File: src/rtl/alu_ctrl_pkg.sv
// rtl/alu_ctrl_pkg.sv - shared constants and latency lookup for the ALU share controller
//
// Purpose : function codes understood by the shared 16-bit ALU, the controller
//           state encoding, and the per-function operand hold latency.
// Ports   : none (package).
package alu_ctrl_pkg;

  // ALU function codes
  localparam logic [3:0] FN_ADD = 4'b0000;
  localparam logic [3:0] FN_SUB = 4'b0001;
  localparam logic [3:0] FN_MUL = 4'b0100;
  localparam logic [3:0] FN_DIV = 4'b0101;
  localparam logic [3:0] FN_AND = 4'b1000;
  localparam logic [3:0] FN_OR  = 4'b1001;
  localparam logic [3:0] FN_MEM = 4'b1100;

  // Controller states
  localparam logic [0:0] ST_IDLE = 1'b0;
  localparam logic [0:0] ST_EXEC = 1'b1;

  // Number of cycles the operands must be held at the ALU for a given code.
  // Only MUL and DIV are multi-cycle paths; everything else, including
  // undefined codes, settles in a single cycle.
  function automatic int unsigned op_lat(input logic [3:0]  fn,
                                         input int unsigned mul_lat,
                                         input int unsigned div_lat);
    case (fn)
      FN_MUL:  return mul_lat;
      FN_DIV:  return div_lat;
      default: return 1;
    endcase
  endfunction

endpackage

File: src/rtl/alu_share_ctrl_rr_arb2.sv
// rtl/alu_share_ctrl_rr_arb2.sv - two-requester round-robin arbiter for the ALU share controller
//
// Purpose : picks one of two requesters when enabled; on a tie the requester
//           that did not win last time is chosen.
// Ports   : clk, rst_n     - clock, asynchronous active-low reset
//           en             - arbitration enable (controller idle)
//           req0, req1     - requests
//           gnt0, gnt1     - combinational one-hot grant, only while en
//           win_id         - index of the requester that would be granted
module rr_arb2 (
  input  logic clk,
  input  logic rst_n,
  input  logic en,
  input  logic req0,
  input  logic req1,
  output logic gnt0,
  output logic gnt1,
  output logic win_id
);

  // Last winner. Resets to 1 so requester 0 takes the first tie.
  logic lp;

  // Requester 1 wins if it is alone, or on a tie when requester 0 won last.
  assign win_id = req1 & (~req0 | ~lp);

  assign gnt0 = en & req0 & ~win_id;
  assign gnt1 = en & req1 &  win_id;

  always_ff @(posedge clk or negedge rst_n) begin
    if (!rst_n) begin
      lp <= 1'b1;
    end else if (gnt0 | gnt1) begin
      lp <= win_id;
    end
  end

endmodule

File: src/rtl/alu_share_ctrl.sv
// rtl/alu_share_ctrl.sv - sequencer/arbiter sharing one 16-bit ALU between EX stage and AGU
//
// Purpose : accepts one operation at a time from two requesters (0: pipeline
//           EX stage, 1: address-generation unit), holds registered operands
//           at the ALU for the operation's latency, then returns the captured
//           result and flags tagged with the requester id.
// Ports   : clk, rst_n                 - clock, asynchronous active-low reset
//           req0/fn0/a0/b0             - requester 0 request, function, operands
//           req1/fn1/a1/b1             - requester 1 request, function, operands
//           gnt0, gnt1                 - combinational accept strobes (idle only)
//           alu_a, alu_b, alu_fn       - registered operands/function to the ALU
//           alu_out, alu_o/n/z         - ALU result and flags
//           rsp_valid, rsp_id          - one-cycle result strobe and owner
//           rsp_out, rsp_o/n/z         - captured result and flags
//           div0_err                   - divide-by-zero trap strobe (optional)
//           busy                       - high while an operation executes
// Options : ALU_SHARE_DIV0_TRAP_EN - divide by zero is answered locally with an
//           all-ones result and overflow flag instead of being sent to the ALU,
//           and the div0_err port exists.
module alu_share_ctrl
  import alu_ctrl_pkg::*;
#(
  parameter int unsigned WIDTH   = 16,
  parameter int unsigned MUL_LAT = 4,
  parameter int unsigned DIV_LAT = 8
) (
  input  logic               clk,
  input  logic               rst_n,
  input  logic               req0,
  input  logic [3:0]         fn0,
  input  logic [WIDTH-1:0]   a0,
  input  logic [WIDTH-1:0]   b0,
  input  logic               req1,
  input  logic [3:0]         fn1,
  input  logic [WIDTH-1:0]   a1,
  input  logic [WIDTH-1:0]   b1,
  output logic               gnt0,
  output logic               gnt1,
  output logic [WIDTH-1:0]   alu_a,
  output logic [WIDTH-1:0]   alu_b,
  output logic [3:0]         alu_fn,
  input  logic [2*WIDTH-1:0] alu_out,
  input  logic               alu_o,
  input  logic               alu_n,
  input  logic               alu_z,
  output logic               rsp_valid,
  output logic               rsp_id,
  output logic [2*WIDTH-1:0] rsp_out,
  output logic               rsp_o,
  output logic               rsp_n,
  output logic               rsp_z,
`ifdef ALU_SHARE_DIV0_TRAP_EN
  output logic               div0_err,
`endif
  output logic               busy
);

  localparam int unsigned MAX_LAT = (MUL_LAT > DIV_LAT) ? MUL_LAT : DIV_LAT;
  localparam int unsigned CNT_W   = (MAX_LAT > 1) ? $clog2(MAX_LAT) : 1;

  logic [0:0]       state;
  logic [CNT_W-1:0] cnt;
  logic             cur_id;

  logic             arb_en;
  logic             win_id;
  logic             accept;

  logic [3:0]       sel_fn;
  logic [WIDTH-1:0] sel_a;
  logic [WIDTH-1:0] sel_b;
  logic [CNT_W-1:0] cnt_load;
  logic             trap_sel;

  // Arbitration is only open while idle. Gating with rst_n keeps the grants
  // low while reset is held, so every output reads 0 during reset.
  assign arb_en = (state == ST_IDLE) & rst_n;

  rr_arb2 u_arb (
    .clk    (clk),
    .rst_n  (rst_n),
    .en     (arb_en),
    .req0   (req0),
    .req1   (req1),
    .gnt0   (gnt0),
    .gnt1   (gnt1),
    .win_id (win_id)
  );

  assign accept = gnt0 | gnt1;
  assign busy   = (state == ST_EXEC);

  assign sel_fn = win_id ? fn1 : fn0;
  assign sel_a  = win_id ? a1  : a0;
  assign sel_b  = win_id ? b1  : b0;

`ifdef ALU_SHARE_DIV0_TRAP_EN
  logic trap_q;
  assign trap_sel = (sel_fn == FN_DIV) && (sel_b == '0);
`else
  assign trap_sel = 1'b0;
`endif

  // A trapped divide spends a single EXEC cycle so its response lands at T+2.
  always_comb begin
    cnt_load = '0;
    if (!trap_sel) begin
      cnt_load = CNT_W'(op_lat(sel_fn, MUL_LAT, DIV_LAT) - 1);
    end
  end

  always_ff @(posedge clk or negedge rst_n) begin
    if (!rst_n) begin
      state     <= ST_IDLE;
      cnt       <= '0;
      cur_id    <= 1'b0;
      alu_a     <= '0;
      alu_b     <= '0;
      alu_fn    <= '0;
      rsp_valid <= 1'b0;
      rsp_id    <= 1'b0;
      rsp_out   <= '0;
      rsp_o     <= 1'b0;
      rsp_n     <= 1'b0;
      rsp_z     <= 1'b0;
`ifdef ALU_SHARE_DIV0_TRAP_EN
      trap_q    <= 1'b0;
      div0_err  <= 1'b0;
`endif
    end else begin
      rsp_valid <= 1'b0;
`ifdef ALU_SHARE_DIV0_TRAP_EN
      div0_err  <= 1'b0;
`endif
      if (state == ST_IDLE) begin
        if (accept) begin
          state  <= ST_EXEC;
          cnt    <= cnt_load;
          cur_id <= win_id;
          // A trapped divide leaves the ALU inputs untouched.
          if (!trap_sel) begin
            alu_fn <= sel_fn;
            alu_a  <= sel_a;
            alu_b  <= sel_b;
          end
`ifdef ALU_SHARE_DIV0_TRAP_EN
          trap_q <= trap_sel;
`endif
        end
      end else begin
        if (cnt != '0) begin
          cnt <= cnt - 1'b1;
        end else begin
          state     <= ST_IDLE;
          rsp_valid <= 1'b1;
          rsp_id    <= cur_id;
`ifdef ALU_SHARE_DIV0_TRAP_EN
          if (trap_q) begin
            rsp_out  <= '1;
            rsp_o    <= 1'b1;
            rsp_n    <= 1'b0;
            rsp_z    <= 1'b0;
            div0_err <= 1'b1;
            trap_q   <= 1'b0;
          end else begin
            rsp_out <= alu_out;
            rsp_o   <= alu_o;
            rsp_n   <= alu_n;
            rsp_z   <= alu_z;
          end
`else
          rsp_out <= alu_out;
          rsp_o   <= alu_o;
          rsp_n   <= alu_n;
          rsp_z   <= alu_z;
`endif
        end
      end
    end
  end

endmodule

File: config.mk
export PLATFORM = sky130hd
export DESIGN_NAME = alu_share_ctrl
export DESIGN_NICKNAME = d
export VERILOG_FILES = /design/src/rtl/alu_ctrl_pkg.sv /design/src/rtl/alu_share_ctrl_rr_arb2.sv /design/src/rtl/alu_share_ctrl.sv
export SDC_FILE = /design/constraint.sdc
export NUM_CORES = 1
export LEC_CHECK = 0
export CORE_MARGIN = 2
export CORE_UTILIZATION = 41
export CTS_BUF_LIST = sky130_fd_sc_hd__clkbuf_4
export DETAILED_ROUTE_END_ITERATION = 10
export MAX_ROUTING_LAYER = met4
export PLACE_DENSITY = 0.83
export SETUP_SLACK_MARGIN = 0.4
export SYNTH_ARGS = -nofsm -noshare
export SYNTH_HDL_FRONTEND = slang
export SYNTH_SLANG_ARGS = --single-unit
File: constraint.sdc
create_clock -name clk -period 2 [get_ports clk]
set_input_delay 0.6 -clock clk [delete_from_list [all_inputs] [get_ports clk]]
set_output_delay 0.6 -clock clk [all_outputs]
set_load 0.03 [all_outputs]
==> qor.yml <==
grt_max_degree: 80
ant_nets: 0
clock-sinks: 79
skew_ps: 18.6
post_drt_wl_per_cell_um: 18.2
critPathMaxFanout: 3
regArea_sq_um: 1980
areaGrowthSynthToFinish_pct: 87.4
synth_area_sq_um: 3560
setup_viol: 1
num_antenna_cells: 0
place_inst: 559
avgViaCountPerCell: 4.99
grt_pass1_wl_um: 15800
dp_hpwl_um: 6740
slowest_delay_ps: 250
total_power_mw: 10.7
power.leakage_nw: 2.98
dieWidth_um: 97.2
yosys.area.top_type_share_pct: 54.9
fin_crit_sh_pct: 100
rows: 33
synth.distinct_cells: 29
fmax_mhz: 500
finalSetupTns_ps: -1.03
grt.overflow.total: 0
drt-total-wl_um: 11500
cts_buffers: 9
insertion_delay_ps: 410
synth_area_leaders: "dfrtp_1, mux2_4, mux2i_1"
clk_pin_slew_worst_paths_ps: 140
hold_violations: 0
cts_tree: "yes"
hold_class: "in -> async"
drc: 0
yosysTopAreaCell: "dfrtp_1"
final_max_slew_viol_count: 0
antenna_found_initial: 0
yosysSeqAreaShare_pct: 55.6
io_buffers: 186
drt_iter0_markers: 89
worst_slack_ps: -1.03
endpoint_kind: "output pin"
status: "finished with violations"
synthesis.nets: 380
ctsLongestPathBuffers: 2
cpLargestDelayFamily: "buffers and inverters"
yosysWarnings: 0
pwr_density_cell_nw_per_um2: 1600
vdd_drop_max_mv: 1.21
critical_path_buf_inv_count: 2
track_usage_pct: 21.4
cp-start-kind: "input pin"
vias: 3162
initial_utilization_pct: 42.9
criticalPathCategory: "in -> out"
crit_required_ps: 1400
ios: 187
nets: 636
hold_buffers: 0
maxCapViolations: 0
synthCells: 268
multiInputGateArea_sq_um: 1680
path_cells: "dlygate4sd2_1, a21boi_4, and2_4, buf_6"
slew_headroom_pct: 35.4
drive_gt1_share_pct: 47.3
avgSynthCellArea_sq_um: 13.3
layout_commonest_cell: "clkdlybuf4s50_1"
core_sq_um: 8300
firstDrtPassIters: 4
cts_max_level: 3
die_area_sq_um: 9440
worstPathArrival_ps: 1400
min_period_ps: 2000
violations: "negative setup slack"
layout_common_cells: "clkdlybuf4s50_1, buf_6, dfrtp_1, buf_4, mux2_4"
fillers: 468
die_h_um: 97.2
tightest_slew_ps: 969
fin_cells: 634
clock_tree.root_cell: "clkbuf_4"
place_congestion: 0.833
ys_ff_latch: 79
rsz0062_at_grt: "true"
crit_path_top_delay_cell: "dlygate4sd2_1"
grt_pass1_vias: 3195
[sequential cells by signal (all words and copies together), names as in the netlist]
signal     flops
rsp_z          1
rsp_n          1
alu_a         16
busy           1
rsp_o          1
rsp_valid      1
cur_id         1
rsp_id         1
cnt            3
u_arb.lp       1
alu_fn         4
alu_b         16
rsp_out       32
[path summary, 6_finish.rpt]
path | cells past startpoint | slack [ps] | endpoint | startpoint
max reg2reg | 7 | 110 | cnt[2] | u_arb.lp
min in group clk | 1 | 510 | cur_id | cur_id
min | 2 | 440 | rsp_out[26] | rst_n
max | 4 | -1 | gnt1 | req1
min reg2reg | 1 | 510 | cur_id | cur_id
max in group asynchronous | 2 | 930 | alu_a[3] | rst_n
[cell usage after synthesis]
cell and n:
a21boi_2 1, a21o_1 1, a21oi_1 38, a221oi_1 1, a22o_4 1, a31oi_1 1
and2_1 2, and2b_2 1, buf_12 3, buf_2 7, buf_4 2, buf_6 3
dfrtp_1 78, dfstp_2 1, ha_1 1, inv_1 1, mux2_2 7, mux2_4 30
mux2i_1 37, nand2_1 3, nor2_1 39, nor2_8 1, nor4b_1 3, nor4bb_1 1
o31a_1 1, or2_2 1, or3_4 1, xnor2_1 1, xor2_1 1
[routing by layer]
metal	wire (um)	GRT usage [%]
met5	0	-
met4	295	8.45
met3	641	4.60
met2	6140	36.3
met1	4450	24.9
[repair_timing]
| item | in CTS | in global routing |
|---|---|---|
| gates resized for setup | 482 | 124 |
| cloned | 4 | 4 |
| buffers inserted | 25 | 26 |
| pin swaps | 5 | 5 |
| setup endpoints to repair | 148 | 127 |
[through the flow]
step | hold WS, ps | util (%) | setup slack [ps] | cell area, sq um
after floorplan | 304 | - | 192 | 3600
after global placement | 461 | 67.3 | -322 | 5580
after detailed placement | 486 | 67.3 | -447 | 5580
after CTS | 462 | 71.7 | 17.2 | 5950
after global routing | 506 | 80.4 | -48.7 | 6670
final | 444 | 80.4 | -1.03 | 6670
[report_power, final]
part	internal, mW	total (mW)	switching (mW)
Sequential	2.40	3.01	0.612
Clock	0.264	0.819	0.556
Combinational	3.64	6.83	3.19
[layout make-up]
type | count | share of cell area, %
repair buffers | 260 | 41.5
flip-flops and latches | 79 | 29.7
multi-input cells | 173 | 25.1
well taps | 105 | 1.97
clock buffers | 10 | 1.13
clock inverters | 6 | 0.563
inverters | 1 | 0.0563
[cell families after synthesis]
group / synth area share [%]
buf+inv: 4.15
mux: 25.3
xor+xnor: 0.492
compound gates: 7.03
flops: 55.6
fa+ha+maj: 0.352
simple gates: 7.10
Power figures use the tool's default switching activity.
